`src/rtl/vm_change_dispenser.sv`:
```
// Coin payout unit: greedily dispenses a change amount as 20/10/5 coins,
// tracking inventory and waiting for a hopper acknowledge after each coin.
module vm_change_dispenser #(
  parameter int CNT_W    = 4,
  parameter int INIT_CNT = 10,
  parameter int TIMEOUT  = 15
) (
  input  logic             clk,
  input  logic             reset,
  input  logic             start,
  input  logic [5:0]       amount,
  input  logic             refill,
  input  logic             eject_ack,
  output logic             eject_20,
  output logic             eject_10,
  output logic             eject_5,
  output logic             busy,
  output logic             done,
  output logic             fault,
  output logic [5:0]       paid,
  output logic [CNT_W-1:0] cnt20,
  output logic [CNT_W-1:0] cnt10,
  output logic [CNT_W-1:0] cnt5
);

  localparam int TW = $clog2(TIMEOUT + 1);
  localparam logic [CNT_W-1:0] FULL_CNT  = CNT_W'(INIT_CNT);
  localparam logic [TW-1:0]    TIMER_END = TW'(TIMEOUT - 1);

  typedef enum logic [2:0] {IDLE, SELECT, EJECT, WAIT_ACK, DONE, FAULT} state_t;
  typedef enum logic [1:0] {COIN_20, COIN_10, COIN_5} coin_t;

  state_t          state;
  coin_t           coin_sel;
  logic [5:0]      remaining;
  logic [TW-1:0]   timer;
  logic [5:0]      coin_val;

  always_comb begin
    coin_val = 6'd5;
    case (coin_sel)
      COIN_20: coin_val = 6'd20;
      COIN_10: coin_val = 6'd10;
      default: coin_val = 6'd5;
    endcase
  end

  // Selection only picks a coin that fits and is in stock, so remaining
  // never underflows and counts never wrap below zero.
  always_ff @(posedge clk or posedge reset) begin
    if (reset) begin
      state     <= IDLE;
      coin_sel  <= COIN_20;
      remaining <= 6'd0;
      timer     <= '0;
      paid      <= 6'd0;
      eject_20  <= 1'b0;
      eject_10  <= 1'b0;
      eject_5   <= 1'b0;
      busy      <= 1'b0;
      done      <= 1'b0;
      fault     <= 1'b0;
      cnt20     <= FULL_CNT;
      cnt10     <= FULL_CNT;
      cnt5      <= FULL_CNT;
    end else begin
      eject_20 <= 1'b0;
      eject_10 <= 1'b0;
      eject_5  <= 1'b0;
      done     <= 1'b0;
      fault    <= 1'b0;
      case (state)
        IDLE: begin
          if (start) begin
            paid <= 6'd0;
            busy <= 1'b1;
            if (amount == 6'd0) begin
              state <= DONE;
            end else if ((amount % 6'd5) != 6'd0) begin
              state <= FAULT;
            end else begin
              remaining <= amount;
              state     <= SELECT;
            end
          end else if (refill) begin
            cnt20 <= FULL_CNT;
            cnt10 <= FULL_CNT;
            cnt5  <= FULL_CNT;
          end
        end
        SELECT: begin
          if (remaining >= 6'd20 && cnt20 != '0) begin
            coin_sel <= COIN_20;
            state    <= EJECT;
          end else if (remaining >= 6'd10 && cnt10 != '0) begin
            coin_sel <= COIN_10;
            state    <= EJECT;
          end else if (remaining >= 6'd5 && cnt5 != '0) begin
            coin_sel <= COIN_5;
            state    <= EJECT;
          end else if (remaining == 6'd0) begin
            state <= DONE;
          end else begin
            state <= FAULT;
          end
        end
        EJECT: begin
          eject_20 <= (coin_sel == COIN_20);
          eject_10 <= (coin_sel == COIN_10);
          eject_5  <= (coin_sel == COIN_5);
          timer    <= '0;
          state    <= WAIT_ACK;
        end
        // An ack on the final allowed cycle still counts as a paid coin.
        WAIT_ACK: begin
          if (eject_ack) begin
            remaining <= remaining - coin_val;
            paid      <= paid + coin_val;
            case (coin_sel)
              COIN_20: cnt20 <= cnt20 - CNT_W'(1);
              COIN_10: cnt10 <= cnt10 - CNT_W'(1);
              default: cnt5  <= cnt5 - CNT_W'(1);
            endcase
            state <= SELECT;
          end else if (timer == TIMER_END) begin
            state <= FAULT;
          end else begin
            timer <= timer + TW'(1);
          end
        end
        DONE: begin
          done  <= 1'b1;
          busy  <= 1'b0;
          state <= IDLE;
        end
        FAULT: begin
          fault <= 1'b1;
          busy  <= 1'b0;
          state <= IDLE;
        end
        default: begin
          busy  <= 1'b0;
          state <= IDLE;
        end
      endcase
    end
  end

endmodule

```
`config.mk`:
```
export PLATFORM = sky130hd
export DESIGN_NAME = vm_change_dispenser
export DESIGN_NICKNAME = d
export VERILOG_FILES = /design/src/rtl/vm_change_dispenser.sv
export SDC_FILE = /design/constraint.sdc
export NUM_CORES = 1
export LEC_CHECK = 0
export CAP_MARGIN = 20
export CORE_MARGIN = 2
export CORE_UTILIZATION = 60
export DETAILED_ROUTE_END_ITERATION = 8
export HOLD_SLACK_MARGIN = 0.02
export PLACE_DENSITY = 0.86
export SYNTH_ARGS = -nofsm -noshare
export SYNTH_HDL_FRONTEND = slang
export SYNTH_SLANG_ARGS = --single-unit
```
`constraint.sdc`:
```
create_clock -name clk -period 7.6 [get_ports clk]
set_clock_uncertainty 0.2 [all_clocks]
set_input_delay 1.14 -clock clk [delete_from_list [all_inputs] [get_ports clk]]
set_output_delay 1.14 -clock clk [all_outputs]
set_load 0.02 [all_outputs]
```
==> results of run 1 <==
cells in the final DEF, fill, tap and decap left out, types with 3 or more instances in the layout:
| cell type | instances |
|---|---|
| o31ai_1 | 4 |
| clkdlybuf4s50_1 | 34 |
| o21ai_0 | 23 |
| ha_1 | 20 |
| dfrtp_1 | 33 |
| and3b_1 | 3 |
| o21ai_1 | 8 |
| dfstp_2 | 6 |
| a31oi_1 | 3 |
| nor4_1 | 3 |
| nor2_1 | 29 |
| a21o_1 | 5 |
| nand3_1 | 9 |
| clkbuf_8 | 5 |
| mux2_4 | 3 |
| xnor2_1 | 5 |
| a21oi_1 | 14 |
| a32oi_1 | 3 |
| nand2b_1 | 3 |
| xor2_1 | 5 |
| nor3_1 | 7 |
| nand2_1 | 29 |
| inv_1 | 22 |
path summary, 6_finish.rpt:
kind | start | end | slack [ns] | cells after the start
worst max-delay path | amount[2] | remaining[3] | 3.52 | 11
worst min-delay path | cnt5[3] | cnt5[3] | 0.30 | 2
worst max register to register | coin_sel[1] | remaining[5] | 4.72 | 9
worst min register to register | cnt5[3] | cnt5[3] | 0.30 | 2
max in group asynchronous | reset | cnt5[1] | 5.76 | 3
min in group asynchronous | reset | paid[5] | 1.07 | 3
flip-flops by register name, summed over array words and instances, names as in the netlist:
| register | flops |
|---|---|
| timer | 4 |
| busy | 1 |
| cnt10 | 4 |
| eject_10 | 1 |
| eject_20 | 1 |
| cnt20 | 4 |
| state | 3 |
| coin_sel | 2 |
| fault | 1 |
| remaining | 6 |
| cnt5 | 4 |
| paid | 6 |
| done | 1 |
| eject_5 | 1 |
power breakdown:
group          internal [mW]  switching [mW]  leakage [nW]
combinational          0.259           0.341         0.844
sequential             0.282          0.0878         0.498
clock                 0.0650          0.0736        0.0385
final cells by class:
type	instances	area (sq um)
inverters	22	82.6
repair buffers	36	355
multi-input cells	219	1500
clock inverters	1	7.51
clock buffers	7	76.3
flip-flops and latches	39	983
well taps	52	65.1
fillers	327	1220
metal layers:
| metal | vias to the layer above | track usage | part of all wire |
|---|---|---|---|
| met3 | 11 | 0.0577 | 0.061 |
| met4 | 0 | 0.0684 | 0.0081 |
| met1 | 1072 | 0.339 | 0.44 |
| li1 | 1092 | - | - |
| met5 | - | 0 | 0 |
| met2 | 80 | 0.412 | 0.49 |
worst register-to-register path: stages, from the launching register on:
cell      delay (ns)
dfrtp_1         0.54
nand2b_1        0.37
inv_1           0.29
ha_1            0.38
inv_1           0.07
o21ai_0         0.14
a21o_1          0.20
a21o_1          0.20
o31a_1          0.24
o211ai_1        0.16
logic make-up (layout without fill, tap and decap cells):
| group | after synthesis | in the layout | synth area share |
|---|---|---|---|
| and+or+nand+nor | 99 | 99 | 0.187 |
| muxes | 6 | 6 | 0.0290 |
| adders and majority gates | 23 | 23 | 0.114 |
| buffers and inverters | 35 | 66 | 0.0575 |
| AOI/OAI and AO/OA | 81 | 81 | 0.207 |
| xor gates and xnor gates | 10 | 10 | 0.0332 |
| DFF | 39 | 39 | 0.373 |
==> impl_metrics.yaml, run 1 <==
placed_design:
  dp_cells: 368
  dp_hpwl_mm: 4.26
  pre_cts_ws_ns: 3.25
  place_area_sq_mm: 0.00299
  port_buffers: 34
  gp_congestion: 0.882
timing:
  setup_viol: 0
  holdWs_ns: 0.297
  maxSlewViolCount: 0
  fin_crit_ns: 4.08
  fin_ws_ns: 3.52
  max_freq_mhz: 245
  period_share: 0.537
  relSlewSlack: 0.381
  tightest_slew_ns: 0.923
  rsz0062_at_grt: "no"
  final_hold_viol_count: 0
  finalSetupTns_ns: 0
cts:
  numCtsBuffers: 5
  clkLatencyLatePin_ns: 0.29
  root_buffer: "clkbuf_8"
  clk_path_buf_depth: 2
  htree_levels: 2
  cts_tree: "built"
  holdBufCountCts: 0
  cts_resized: 0
  clk_pin_slew_ns: 0.08
  cts_num_sinks: 39
  cts_setup_buffers: 0
detailed_routing:
  drc: 0
  wl_mm: 5.90
  dr.pass1.iters: 5
  post_drt_via_cell_ratio: 6.00
  antenna_left: 0
  drt-initial-drc-count: 155
  wire_per_inst_um: 15.7
  vias: 2255
synth:
  synth_nets: 326
  synth_edf_count: 0
  synth_area_leaders: "dfrtp_1 (31%), ha_1 (9.5%), dfstp_2 (6.0%)"
  netlist_area_sq_mm: 0.00264
  avgSynthCellArea_sq_um: 8.99
  synth_cells: 293
  yosysMostFrequentCell: "dfrtp_1"
  yosysTopAreaCellShare: 0.313
  synth_top_cell_by_area: "dfrtp_1"
  synth_common_cells: "dfrtp_1 (33), nand2_1 (29), nor2_1 (29), o21ai_0 (23), inv_1 (22)"
  ys_warn_count: 0
  synthFlopType: "dfrtp_1"
  ys_seq_area_frac: 0.373
  synthArstFlopShare: 1.00
  synth_cell_type_count: 56
  synth-seq-cells: 39
floorplan:
  core_area_sq_mm: 0.00429
  die_width_um: 70.3
  ioPinCount: 35
  die_h_um: 70.3
  rows: 24
  initial_core_util: 0.614
  fp.dieArea_sq_mm: 0.00494
setup_path:
  worstPathMaxFanout: 11
  crit_arrival_ns: 4.05
  cp.required_ns: 7.57
  cp_slowest_cell: "clkdlybuf4s50_1"
  endpoint_kind: "flop"
  crit_chain: "clkdlybuf4s50_1, nand2b_1, a32o_1, a21oi_1, ha_1, a31oi_1, and3b_1, o32ai_2, o2111ai_2, o21ai_4, mux2_4"
  worstSetupPathType: "in2reg"
  worstSetupStartpointType: "input pin"
  crit_buf_inv: 1
  cpPeakStageDelay_ns: 0.56
  crit_family: "compound AO/OA/AOI/OAI gates"
layout:
  stdcell_area_sq_mm: 0.00307
  antennaDiodeCount: 0
  fin_nets: 356
  stdcell_count: 376
  drive_above_1_share: 0.0864
  final_util: 0.715
  synthToLayoutAreaGrowth_pct: 16.5
hold_path:
  hold_class: "reg2reg"
global_routing:
  grt_overflow: 0
  grt_max_degree: 40
  grt_pass1_vias: 2147
  antenna_found_initial: 0
  grt.total_usage: 0.253
  grt_pass1_wl_mm: 9.96
pwr:
  p_leak_nw: 1.38
  cellPowerDensity_mw_per_mm2: 361
  vdd_drop_max_mv: 0.205
  report.power.total_mw: 1.11
run:
  cap_viol_max_count: 0
status:
  status: "completed"
No activity file was read; power rests on OpenSTA's default activity.
==> inputs of run 2 (changes only) <==
Settings changed: CORE_UTILIZATION 60 to 50, PLACE_DENSITY 0.86 to 0.76.
Clock period 7.6 ns to 3.5 ns, I/O delays scaled along.
==> impl_metrics.yaml, run 2 (synthesized netlist as in run 1, its figures left out) <==
global_routing:
  grt.total_usage: 0.211
  grt_overflow: 0
  antenna_found_initial: 0
  grt_pass1_wl_mm: 10.0
  grt_max_degree: 23
  grt_pass1_vias: 2146
detailed_routing:
  wire_per_inst_um: 14.2
  drc: 0
  drt-initial-drc-count: 182
  dr.pass1.iters: 4
  antenna_left: 0
  post_drt_via_cell_ratio: 5.64
  vias: 2283
  wl_mm: 5.77
setup_path:
  crit_chain: "clkdlybuf4s50_1, and2b_2, a32o_1, a21oi_1, ha_1, xnor2_1, o32ai_2, o2111ai_2, o21ai_4, mux2_4"
  cp_slowest_cell: "clkdlybuf4s50_1"
  cpPeakStageDelay_ns: 0.48
  cp.required_ns: 3.48
  endpoint_kind: "flop"
  worstPathMaxFanout: 6
  worstSetupStartpointType: "input pin"
  crit_arrival_ns: 3.15
  crit_buf_inv: 1
  worstSetupPathType: "in2reg"
  crit_family: "compound AO/OA/AOI/OAI gates"
status:
  status: "completed"
floorplan:
  rows: 26
  die_h_um: 76.6
  initial_core_util: 0.516
  die_width_um: 76.6
  fp.dieArea_sq_mm: 0.00587
  ioPinCount: 35
  core_area_sq_mm: 0.00511
timing:
  period_share: 0.906
  tightest_slew_ns: 0.805
  fin_crit_ns: 3.17
  rsz0062_at_grt: "no"
  max_freq_mhz: 315
  finalSetupTns_ns: 0
  setup_viol: 0
  relSlewSlack: 0.463
  fin_ws_ns: 0.330
  maxSlewViolCount: 0
  holdWs_ns: 0.281
  final_hold_viol_count: 0
hold_path:
  hold_class: "reg2reg"
pwr:
  p_switching_mw: 1.07
  clkPwrFrac: 0.121
  p_leak_nw: 1.44
  comb_power_share: 0.548
  cellPowerDensity_mw_per_mm2: 760
  vdd_drop_max_mv: 0.405
  p_int_mw: 1.34
  swShare: 0.443
  pwr-share-seq: 0.331
cts:
  htree_levels: 2
  cts_resized: 0
  holdBufCountCts: 0
  clk_path_buf_depth: 2
  clk_pin_slew_ns: 0.07
  cts_tree: "built"
  numCtsBuffers: 5
  cts_num_sinks: 39
  root_buffer: "clkbuf_8"
  clkLatencyLatePin_ns: 0.29
  cts_setup_buffers: 0
layout:
  final_common_cell: "clkdlybuf4s50_1"
  synthToLayoutAreaGrowth_pct: 20.4
  largestRegisters: "paid x6, remaining x6"
  antennaDiodeCount: 0
  fillers: 454
  fin_nets: 367
  layout_common_cells: "clkdlybuf4s50_1 (34), dfrtp_1 (33), nor2_1 (29), nand2_1 (29), o21ai_0 (23)"
  drive_above_1_share: 0.116
  final_util: 0.621
placed_design:
  dp_hpwl_mm: 4.41
  pre_cts_ws_ns: 0.00646
  port_buffers: 34
  gp_congestion: 0.829
run:
  cap_viol_max_count: 0
-- run 2: changes by cell type in the layout (fill, tap and decap cells not counted) --
cell | previous run | this run
clkinvlp_4 | 1 | 0
buf_4 | 2 | 13
clkinv_2 | 0 | 1
-- run 2: cell type report --
| type | count | area [sq um] | area share |
|---|---|---|---|
| clock buffers | 7 | 76.3 | 0.0241 |
| clock inverters | 1 | 5.00 | 0.00158 |
| inverters | 22 | 82.6 | 0.0260 |
| multi-input cells | 219 | 1500 | 0.473 |
| flip-flops and latches | 39 | 983 | 0.310 |
| well taps | 70 | 87.6 | 0.0276 |
| repair buffers | 47 | 438 | 0.138 |
-- run 2: final timing paths --
kind | start | to | slack [ns] | depth (start not counted)
min in group asynchronous | reset | state[1] | 0.49 | 2
worst min-delay path | cnt5[3] | cnt5[3] | 0.28 | 2
worst min register to register | cnt5[3] | cnt5[3] | 0.28 | 2
max in group asynchronous | reset | cnt5[1] | 1.89 | 3
worst max register to register | coin_sel[1] | remaining[5] | 0.59 | 9
worst max-delay path | amount[5] | remaining[3] | 0.33 | 10
-- run 2: layer usage --
layer  vias to the layer above  share of wire  wire [um]  global-route usage
met3                         7          0.032        187              0.0355
met4                         0         0.0095         55              0.0636
li1                       1112              -          -                   -
met2                        48           0.48       2790               0.353
met5                         -              0          0                   0
met1                      1116           0.48       2740               0.282
-- run 2: worst min-delay path: stages (launching register included) --
cell and delay [ns]:
dfstp_2 0.39, nand2_1 0.05, o21ai_1 0.05
-- run 2: power groups by stage --
| stage | sequential (mW) | combinational (mW) | clock (mW) |
|---|---|---|---|
| final | 0.799 | 1.32 | 0.292 |
| after global placement | 0.797 | 1.29 | 0 |
| after global routing | 0.825 | 1.47 | 0.324 |
| after floorplan | 0.818 | 0.889 | 0 |
| after detailed placement | 0.802 | 1.32 | 0 |
| after CTS | 0.795 | 1.33 | 0.302 |
-- run 2: metrics by stage --
stage / area [sq um] / power, mW / cells
after floorplan: 2640 / 1.71 / 293
after global placement: 3090 / 2.09 / 397
after detailed placement: 3090 / 2.12 / 397
after CTS: 3170 / 2.42 / 405
after global routing: 3170 / 2.62 / 405
final: 3170 / 2.41 / 405
